[src/rtl/ccff_loader_if.sv]
// Word stream from the bitstream source into the configuration-chain loader.
interface ccff_loader_if #(
  parameter int WORD_W = 8
);
  logic [WORD_W-1:0] cfg_data;
  logic              cfg_valid;
  logic              cfg_ready;

  modport master (output cfg_data, output cfg_valid, input cfg_ready);
  modport slave  (input cfg_data, input cfg_valid, output cfg_ready);
endinterface

[src/rtl/ccff_loader.sv]
// Serialises bitstream words MSB first into a configuration flip-flop chain,
// gating the chain clock so exactly CHAIN_LEN bits are shifted per load.
//
// state | meaning
// IDLE  | waiting for start (reset state)
// LOAD  | cfg_ready high, waiting for a word; chain clock gated off
// SHIFT | one bit per cycle into the chain
// DONE  | CHAIN_LEN bits shifted, done held until start or abort
module ccff_loader #(
  parameter int CHAIN_LEN = 16,
  parameter int WORD_W    = 8
) (
  input  logic                           prog_clk,
  input  logic                           prog_resetn,
  input  logic                           start,
  input  logic                           abort,
  ccff_loader_if.slave                   cfg,
  output logic                           ccff_head,
  output logic                           ccff_clk_en,
  output logic                           busy,
  output logic                           done,
  output logic [$clog2(CHAIN_LEN+1)-1:0] bit_count
);

  localparam int CW  = $clog2(CHAIN_LEN + 1);
  localparam int WCW = $clog2(WORD_W + 1);

  typedef enum logic [1:0] {IDLE, LOAD, SHIFT, DONE} state_t;

  state_t            state;
  logic [WORD_W-1:0] sreg;
  logic [WCW-1:0]    wcnt;
  logic              ready_q;

  logic [CW-1:0]     bc_nxt;
  logic [WORD_W-1:0] sh;
  logic              chain_full;
  logic              more_next;
  logic              word_last;
  logic              accept;

  always_comb begin
    bc_nxt     = bit_count + CW'(1);
    sh         = sreg << 1;
    chain_full = (bc_nxt == CW'(CHAIN_LEN));
    // another bit will still be needed after the one shifted on the next edge
    more_next  = (int'(bc_nxt) + 1) < CHAIN_LEN;
    word_last  = (wcnt == WCW'(1));
    accept     = cfg.cfg_valid && ready_q;
  end

  always_ff @(posedge prog_clk or negedge prog_resetn) begin
    if (!prog_resetn) begin
      state       <= IDLE;
      sreg        <= '0;
      wcnt        <= '0;
      bit_count   <= '0;
      ready_q     <= 1'b0;
      ccff_head   <= 1'b0;
      ccff_clk_en <= 1'b0;
    end else if (abort) begin
      state       <= IDLE;
      ready_q     <= 1'b0;
      ccff_head   <= 1'b0;
      ccff_clk_en <= 1'b0;
    end else begin
      case (state)
        IDLE, DONE: begin
          if (start) begin
            state     <= LOAD;
            bit_count <= '0;
            ready_q   <= 1'b1;
          end
        end
        LOAD: begin
          if (cfg.cfg_valid) begin
            state       <= SHIFT;
            sreg        <= cfg.cfg_data;
            wcnt        <= WCW'(WORD_W);
            ccff_head   <= cfg.cfg_data[WORD_W-1];
            ccff_clk_en <= 1'b1;
            ready_q     <= (WORD_W == 1) && ((int'(bit_count) + 1) < CHAIN_LEN);
          end
        end
        SHIFT: begin
          bit_count <= bc_nxt;
          sreg      <= sh;
          wcnt      <= wcnt - WCW'(1);
          if (chain_full) begin
            // leftover bits of the current word are dropped here
            state       <= DONE;
            ready_q     <= 1'b0;
            ccff_head   <= 1'b0;
            ccff_clk_en <= 1'b0;
          end else if (word_last) begin
            if (accept) begin
              sreg      <= cfg.cfg_data;
              wcnt      <= WCW'(WORD_W);
              ccff_head <= cfg.cfg_data[WORD_W-1];
              ready_q   <= (WORD_W == 1) && more_next;
            end else begin
              state       <= LOAD;
              ready_q     <= 1'b1;
              ccff_head   <= 1'b0;
              ccff_clk_en <= 1'b0;
            end
          end else begin
            ccff_head <= sh[WORD_W-1];
            ready_q   <= (int'(wcnt) == 2) && more_next;
          end
        end
        default: state <= IDLE;
      endcase
    end
  end

  assign cfg.cfg_ready = ready_q;
  assign busy          = (state == LOAD) || (state == SHIFT);
  assign done          = (state == DONE);

endmodule

[src/flat_wrapper.sv]
// flat-port wrapper written by rule: the top's interface ports become plain ports
module ccff_loader_flat 
#(
  parameter int CHAIN_LEN = 16,
  parameter int WORD_W    = 8
)
  (prog_clk, prog_resetn, start, abort, ccff_head, ccff_clk_en, busy, done, bit_count, cfg_cfg_data, cfg_cfg_valid, cfg_cfg_ready);
  ccff_loader_if #(.WORD_W(WORD_W)) cfg_i ();
  input  logic prog_clk;
  input  logic prog_resetn;
  input  logic start;
  input  logic abort;
  output logic ccff_head;
  output logic ccff_clk_en;
  output logic busy;
  output logic done;
  output logic [$clog2(CHAIN_LEN+1)-1:0] bit_count;
  input wire logic [$bits(cfg_i.cfg_data)-1:0] cfg_cfg_data;
  input wire logic [$bits(cfg_i.cfg_valid)-1:0] cfg_cfg_valid;
  output wire logic [$bits(cfg_i.cfg_ready)-1:0] cfg_cfg_ready;
  assign cfg_i.cfg_data = cfg_cfg_data;
  assign cfg_i.cfg_valid = cfg_cfg_valid;
  assign cfg_cfg_ready = cfg_i.cfg_ready;
  ccff_loader #(.CHAIN_LEN(CHAIN_LEN), .WORD_W(WORD_W)) u_core (.prog_clk(prog_clk), .prog_resetn(prog_resetn), .start(start), .abort(abort), .cfg(cfg_i), .ccff_head(ccff_head), .ccff_clk_en(ccff_clk_en), .busy(busy), .done(done), .bit_count(bit_count));
endmodule
[config.mk]
export PLATFORM = sky130hd
export DESIGN_NAME = ccff_loader_flat
export DESIGN_NICKNAME = d
export VERILOG_FILES = /design/src/rtl/ccff_loader_if.sv /design/src/rtl/ccff_loader.sv /design/src/flat_wrapper.sv
export SDC_FILE = /design/constraint.sdc
export NUM_CORES = 1
export LEC_CHECK = 0
export ABC_AREA = 1
export CORE_UTILIZATION = 50
export DETAILED_ROUTE_END_ITERATION = 12
export PLACE_DENSITY = 0.76
export SYNTH_ARGS = -nofsm -noshare
export SYNTH_HDL_FRONTEND = slang
export SYNTH_SLANG_ARGS = --single-unit
[constraint.sdc]
create_clock -name prog_clk -period 2.68 [get_ports prog_clk]
set_clock_uncertainty 0.05 [all_clocks]
set_input_delay 0.536 -clock prog_clk [delete_from_list [all_inputs] [get_ports prog_clk]]
set_output_delay 0.536 -clock prog_clk [all_outputs]
set_load 0.05 [all_outputs]
==> reports/metrics.yaml, run 1 <==
run_status:
  status: "complete, no violations"
synth:
  synth_area_leader_cell: "dfrtp_1"
  ys_ff_latch: 21
  synth_top_cell_area_share_pct: 38.1
  synth_cells: 191
  avgSynthCellArea_um2: 7.23
  syn-cell-area_um2: 1380
  ys_top_cells_by_area: "dfrtp_1, nand2_1, inv_1"
  synth.most_common_cell: "nand2_1"
  synth_nets: 212
  ys_types: 28
  async_flop_share_pct: 100
  synthTopCellsByCount: "nand2_1, inv_1, nor2_1"
  synthFlopType: "dfrtp_1"
  ys_warn_count: 0
  yosysSeqAreaShare_pct: 38.1
  synth_edf_count: 0
routing:
  ant_nets: 0
  via_per_inst: 5.02
  routedWlPerCell_um: 11.3
  wirelength_um: 2780
  first_pass_iters: 5
  vias: 1235
  drc: 0
  drt_first_iter_violations: 29
clocking:
  clock_latency_ns: 0.31
  clk_path_buf_depth: 2
  path_clk_slew_ns: 0.12
  clock_sinks: 21
  htree_levels: 1
  cts_tree: "done"
  cts_buffers: 3
  cts_root_buf: "clkbuf_4"
hold_path:
  hold_path_class: "reg2reg"
  whs_endpoint: "u_core.ccff_clk_en"
  min-delay-start: "u_core.ccff_clk_en"
  min_path_cells: 2
floorplanning:
  rows: 18
  die_w_um: 54.5
  die_y_um: 54.5
  die_area_um2: 2970
  initial_core_util_pct: 54.2
  coreArea_um2: 2540
  pin_count: 23
timing:
  tns_ns: 0
  max_freq_mhz: 436
  hold_ws_ns: 0.440
  maxSlewViolCount: 0
  hold_violations: 0
  final.period_utilization_pct: 85.5
  period_minus_slack_ns: 2.29
  tightest_slew_ns: 0.496
  slew_headroom_pct: 66.8
  rsz0062_at_grt: "no"
  finalSetupViolCount: 0
  setup_slack_ns: 0.389
critical_path:
  crit_chain: "clkdlybuf4s50_1"
  reg2reg_from: "u_core.state[0]"
  endpoint_kind: "output port"
  cp.required_ns: 2.09
  rr_endpoint: "u_core.state[0]"
  cp-start-kind: "flop"
  path_max_fanout: 9
  path_delay_family: "buffers and inverters"
  reg2reg_setup_slack_ns: 0.74
  cp_data_arrival_time_ns: 1.70
  critical_path_class: "reg2out"
  cpPeakStageDelay_ns: 0.86
  cp.buffers_inverters: 1
  reg2reg_depth: 8
  critPathSlowestCell: "clkdlybuf4s50_1"
power_and_ir_drop:
  p_leak_nw: 0.797
  p_total_mw: 1.53
  max-vdd-ir-drop_mv: 0.801
  p_per_area_nw_per_um2: 927
cells_and_area:
  final_util_pct: 64.8
  fin_nets: 238
  final_cell_area_um2: 1650
  drive_gt1_share_pct: 8.33
  diodes: 0
  fin_cells: 246
  fillerInstances: 227
  area_growth_pct: 19.5
global_route:
  gr-total-overflow: 0
  grt_max_degree: 22
  grt_pass1_vias: 1135
  grt_usage_pct: 22.9
  grt_pass1_wl_um: 4750
  antenna_found_initial: 0
place:
  dp_hpwl_um: 2130
  gp_routability_congestion: 0.785
  pre_cts_ws_ns: 0.440
  portBuffers: 22
  place_area_um2: 1620
  placed_cells: 242
run:
  drv_cap: 0
-- cell type report --
class | count | area, um2 | area share, %
flip-flops and latches | 21 | 526 | 31.9
clock inverters | 1 | 7.51 | 0.455
inverters | 31 | 116 | 7.06
multi-input cells | 136 | 702 | 42.6
clock buffers | 3 | 22.5 | 1.37
well taps | 30 | 37.5 | 2.28
repair buffers | 24 | 238 | 14.4
-- layer usage --
| metal | routed length, um | track usage, % |
|---|---|---|
| met1 | 1260 | 26.8 |
| met4 | 38 | 10.3 |
| met3 | 118 | 6.11 |
| met5 | 0 | 0 |
| met2 | 1360 | 38.8 |
-- kinds of logic (layout without fill, tap and decap cells) --
kind of cell	after synthesis	after routing	share of synthesized area [%]
AND/OR/NAND/NOR	103	103	32.2
adder cells (fa/ha/maj)	8	8	7.25
buffers and inverters	34	59	11.1
XOR/XNOR	2	2	1.27
AO/OA/AOI/OAI	23	23	10.2
flip-flops	21	21	38.1
-- sequential cells by signal, summed over array words and instances, names as in the netlist --
name                  flops
u_core.ccff_clk_en        1
u_core.bit_count          5
u_core.wcnt               4
u_core.state              2
u_core.sreg               7
u_core.cfg.cfg_ready      1
u_core.ccff_head          1
-- where the power goes --
part	internal, mW	switching [mW]
clock	0.0570	0.102
sequential	0.438	0.0927
combinational	0.296	0.542
-- worst max-delay path by stage --
| stage | slack [ns] | from | to | cells after the start |
|---|---|---|---|---|
| 3_5_place_dp | 0.44 | u_core.state[0] | busy | 4 |
| 3_3_place_gp | 0.48 | u_core.state[0] | busy | 4 |
| 5_1_grt | 0.31 | u_core.state[1] | done | 2 |
| 4_1_cts | 0.06 | u_core.state[0] | busy | 4 |
| 6_report | 0.39 | u_core.bit_count[2] | bit_count[2] | 1 |
| 2_1_floorplan | 0.65 | u_core.bit_count[1] | u_core.sreg[3] | 11 |
-- cells in the final DEF, fill, tap and decap left out, types with 3 or more instances in the layout --
master           instances
nand2_1                 59
inv_1                   30
nor2_1                  23
clkdlybuf4s50_1         21
dfrtp_1                 21
ha_1                     8
nand3_1                  7
a21oi_1                  5
o21ai_0                  5
o21ai_1                  5
nand4_1                  4
nand2_2                  4
clkbuf_4                 3
-- timing repair --
| action | in CTS | in global routing |
|---|---|---|
| buffers inserted | 0 | 0 |
| setup endpoints to repair | 0 | 1 |
| resized for setup | 0 | 1 |
| hold buffers | 0 | 0 |
Power figures use the tool's default switching activity.
==> run 2: changes to the inputs <==
Settings changed: ABC_AREA 1 to 0, PLACE_DENSITY 0.76 to 0.75.
==> run 2 against run 1 <==
  * Die area up 5.3%
  * Synthesized cell count down 9.4%
  * Core utilization down 2.2 points
  * Area after synthesis up 5.5%
  * Register-to-register slack worse by 0.09 ns
  * Non-clock buffer count up 2
  * Cell count down 8.9%
  * Critical path depth up 3
  * First-iteration DRC count up 83%
  * Highest routed layer unchanged
  * Clock power down 3%
  * Combinational power down 19%
  * Sequential power up 1%
==> reports/metrics.yaml, run 2 <==
cells_and_area:
  fillerInstances: 249  # +9.7%
  fin_nets: 215  # -9.7%
  layout_commonest_cell: "nand2_1"
  top_regs: "u_core.sreg: 7 flops, u_core.bit_count: 5 flops, u_core.wcnt: 4 flops"
  final_cell_mix: "nand2_1, clkdlybuf4s50_1, dfrtp_1, o21ai_0, nor2_1"
  top_register: "u_core.sreg"
  diodes: 0  # unchanged
  area_growth_pct: 18.5
  drive_gt1_share_pct: 7.77  # -0.56 points
  final_cell_area_um2: 1730  # +4.6%
  largest_reg_flops: 7  # unchanged
synth:
  ys_warn_count: 0  # unchanged
  synthTopCellsByCount: "nand2_1, dfrtp_1, o21ai_0"
  synth_top_cell_area_share_pct: 36.1  # -2.0 points
  ys_types: 43  # +54%
  synth_nets: 194  # -8.5%
  ys_ff_latch: 21  # unchanged
  yosysSeqAreaShare_pct: 36.1  # -2.0 points
  synthFlopType: "dfrtp_1"
  avgSynthCellArea_um2: 8.42  # +17%
  ys_top_cells_by_area: "dfrtp_1, ha_1, nand2_1"
  syn-cell-area_um2: 1460  # +5.5%
  synth_edf_count: 0  # unchanged
  async_flop_share_pct: 100  # unchanged
  synth.most_common_cell: "nand2_1"
  synth_cells: 173  # -9.4%
  synth_area_leader_cell: "dfrtp_1"
routing:
  drc: 0  # unchanged
  routedWlPerCell_um: 14.6  # +30%
  first_pass_iters: 4  # -1
  ant_nets: 0  # unchanged
  via_per_inst: 6.06  # +21%
  drt_first_iter_violations: 53  # +83%
  vias: 1357  # +9.9%
  wirelength_um: 3280  # +18%
critical_path:
  critical_path_class: "reg2out"
  cp.required_ns: 2.09  # about the same
  reg2reg_from: "u_core.state[0]"
  reg2reg_depth: 6  # -2
  cp_data_arrival_time_ns: 1.95  # +0.25 ns
  rr_endpoint: "u_core.state[0]"
  crit_end: "busy"
  reg2reg_setup_slack_ns: 0.65  # -0.09 ns
  path_max_fanout: 3  # -6
  worstSetupStartpoint: "u_core.state[0]"
  cp-start-kind: "flop"
  endpoint_kind: "output port"
run:
  drv_cap: 0  # unchanged
global_route:
  grt_usage_pct: 22.5  # -0.39 points
  grt_pass1_wl_um: 5650  # +19%
  gr-total-overflow: 0  # unchanged
  grt_pass1_vias: 1314  # +16%
  antenna_found_initial: 0  # unchanged
  grt_max_degree: 22  # unchanged
floorplanning:
  die_area_um2: 3130  # +5.3%
  rows: 19  # +1
  pin_count: 23  # unchanged
  die_y_um: 56.0  # +2.6%
  coreArea_um2: 2760  # +8.4%
  initial_core_util_pct: 52.8  # -1.4 points
  die_w_um: 56.0  # +2.6%
timing:
  finalSetupViolCount: 0  # unchanged
  period_minus_slack_ns: 2.54  # +0.248 ns
  maxSlewViolCount: 0  # unchanged
  hold_violations: 0  # unchanged
  final.period_utilization_pct: 94.7  # +9.3 points
  tns_ns: 0  # unchanged
  max_freq_mhz: 394  # -9.8%
  slew_headroom_pct: 62.9  # -4.0 points
  rsz0062_at_grt: "no"
  tightest_slew_ns: 0.554  # +0.0572 ns
  hold_ws_ns: 0.466  # +0.0262 ns
power_and_ir_drop:
  max-vdd-ir-drop_mv: 0.541  # -32%
  p_total_mw: 1.37  # -10%
  p_per_area_nw_per_um2: 795  # -14%
  p_leak_nw: 0.688  # -14%
run_status:
  status: "complete, no violations"
place:
  portBuffers: 22  # unchanged
  gp_routability_congestion: 0.861  # +9.7%
  dp_hpwl_um: 2480  # +17%
  place_area_um2: 1700  # +5.1%
clocking:
  postCtsHoldBufs: 0  # unchanged
  clock_latency_ns: 0.30  # about the same
  htree_levels: 1  # unchanged
  clock_sinks: 21  # unchanged
  path_clk_slew_ns: 0.12  # about the same
  clk_path_buf_depth: 2  # unchanged
  cts_root_buf: "clkbuf_4"
  cts_resized: 0  # unchanged
  cts_buffers: 3  # unchanged
  cts_tree: "done"
  post_cts_buffers: 0  # unchanged
hold_path:
  hold_path_class: "reg2reg"
[run 2: per-layer routing]
layer	share of wire [%]	vias up	global-route usage, %	wire, um
li1	-	662	-	-
met1	44	670	27.9	1450
met2	53	23	39.8	1740
met3	2.3	2	3.49	77
met4	0.43	0	7.32	14
met5	0	-	0	0
[run 2: how the worst min path moves through the flow]
stage,startpoint,to,slack (ns),depth (start not counted)
finish,u_core.sreg[0],u_core.sreg[0],0.47,2
global route,u_core.sreg[0],u_core.sreg[0],0.49,2
CTS,u_core.sreg[0],u_core.sreg[0],0.47,2
detailed placement,u_core.sreg[0],u_core.sreg[0],0.45,2
global placement,u_core.sreg[0],u_core.sreg[0],0.42,2
floorplan,prog_resetn,u_core.bit_count[0],0.19,0
[run 2: cell type report]
cell class	instances	area, um2	area share [%]
well taps	31	38.8	2.25
clock buffers	4	26.3	1.52
repair buffers	26	250	14.5
inverters	9	33.8	1.96
multi-input cells	133	851	49.3
flip-flops and latches	21	526	30.5
[run 2: logic make-up (layout without fill, tap and decap cells)]
group,Yosys count,after routing,synth area share [%]
AND/OR/NAND/NOR,66,66,21.8
AO/OA/AOI/OAI,55,55,27.1
flip-flops,21,21,36.1
buffers and inverters,19,39,5.50
adder cells (fa/ha/maj),8,8,6.87
multiplexers,3,3,2.06
XOR/XNOR,1,1,0.601
[run 2: critical path, cell delays in order (launching register included)]
cell,delay (ns)
dfrtp_1,0.40
inv_1,0.07
ha_1,0.31
inv_1,0.08
clkdlybuf4s50_1,0.79
[run 2: metrics by stage]
| stage | util (%) | worst slack [ns] | instances |
|---|---|---|---|
| after detailed placement | 61.6 | 0.475 | 220 |
| after global placement | 61.6 | 0.510 | 220 |
| final | 62.6 | 0.141 | 224 |
| after global routing | 62.6 | 0.0523 | 224 |
| after CTS | 62.6 | 0.115 | 224 |
| after floorplan | - | 0.579 | 173 |
[run 2: power breakdown]
group	switching (mW)	total (mW)	internal, mW
logic	0.414	0.680	0.266
clock network	0.0971	0.155	0.0579
registers	0.117	0.536	0.419
total	0.629	1.37	0.743
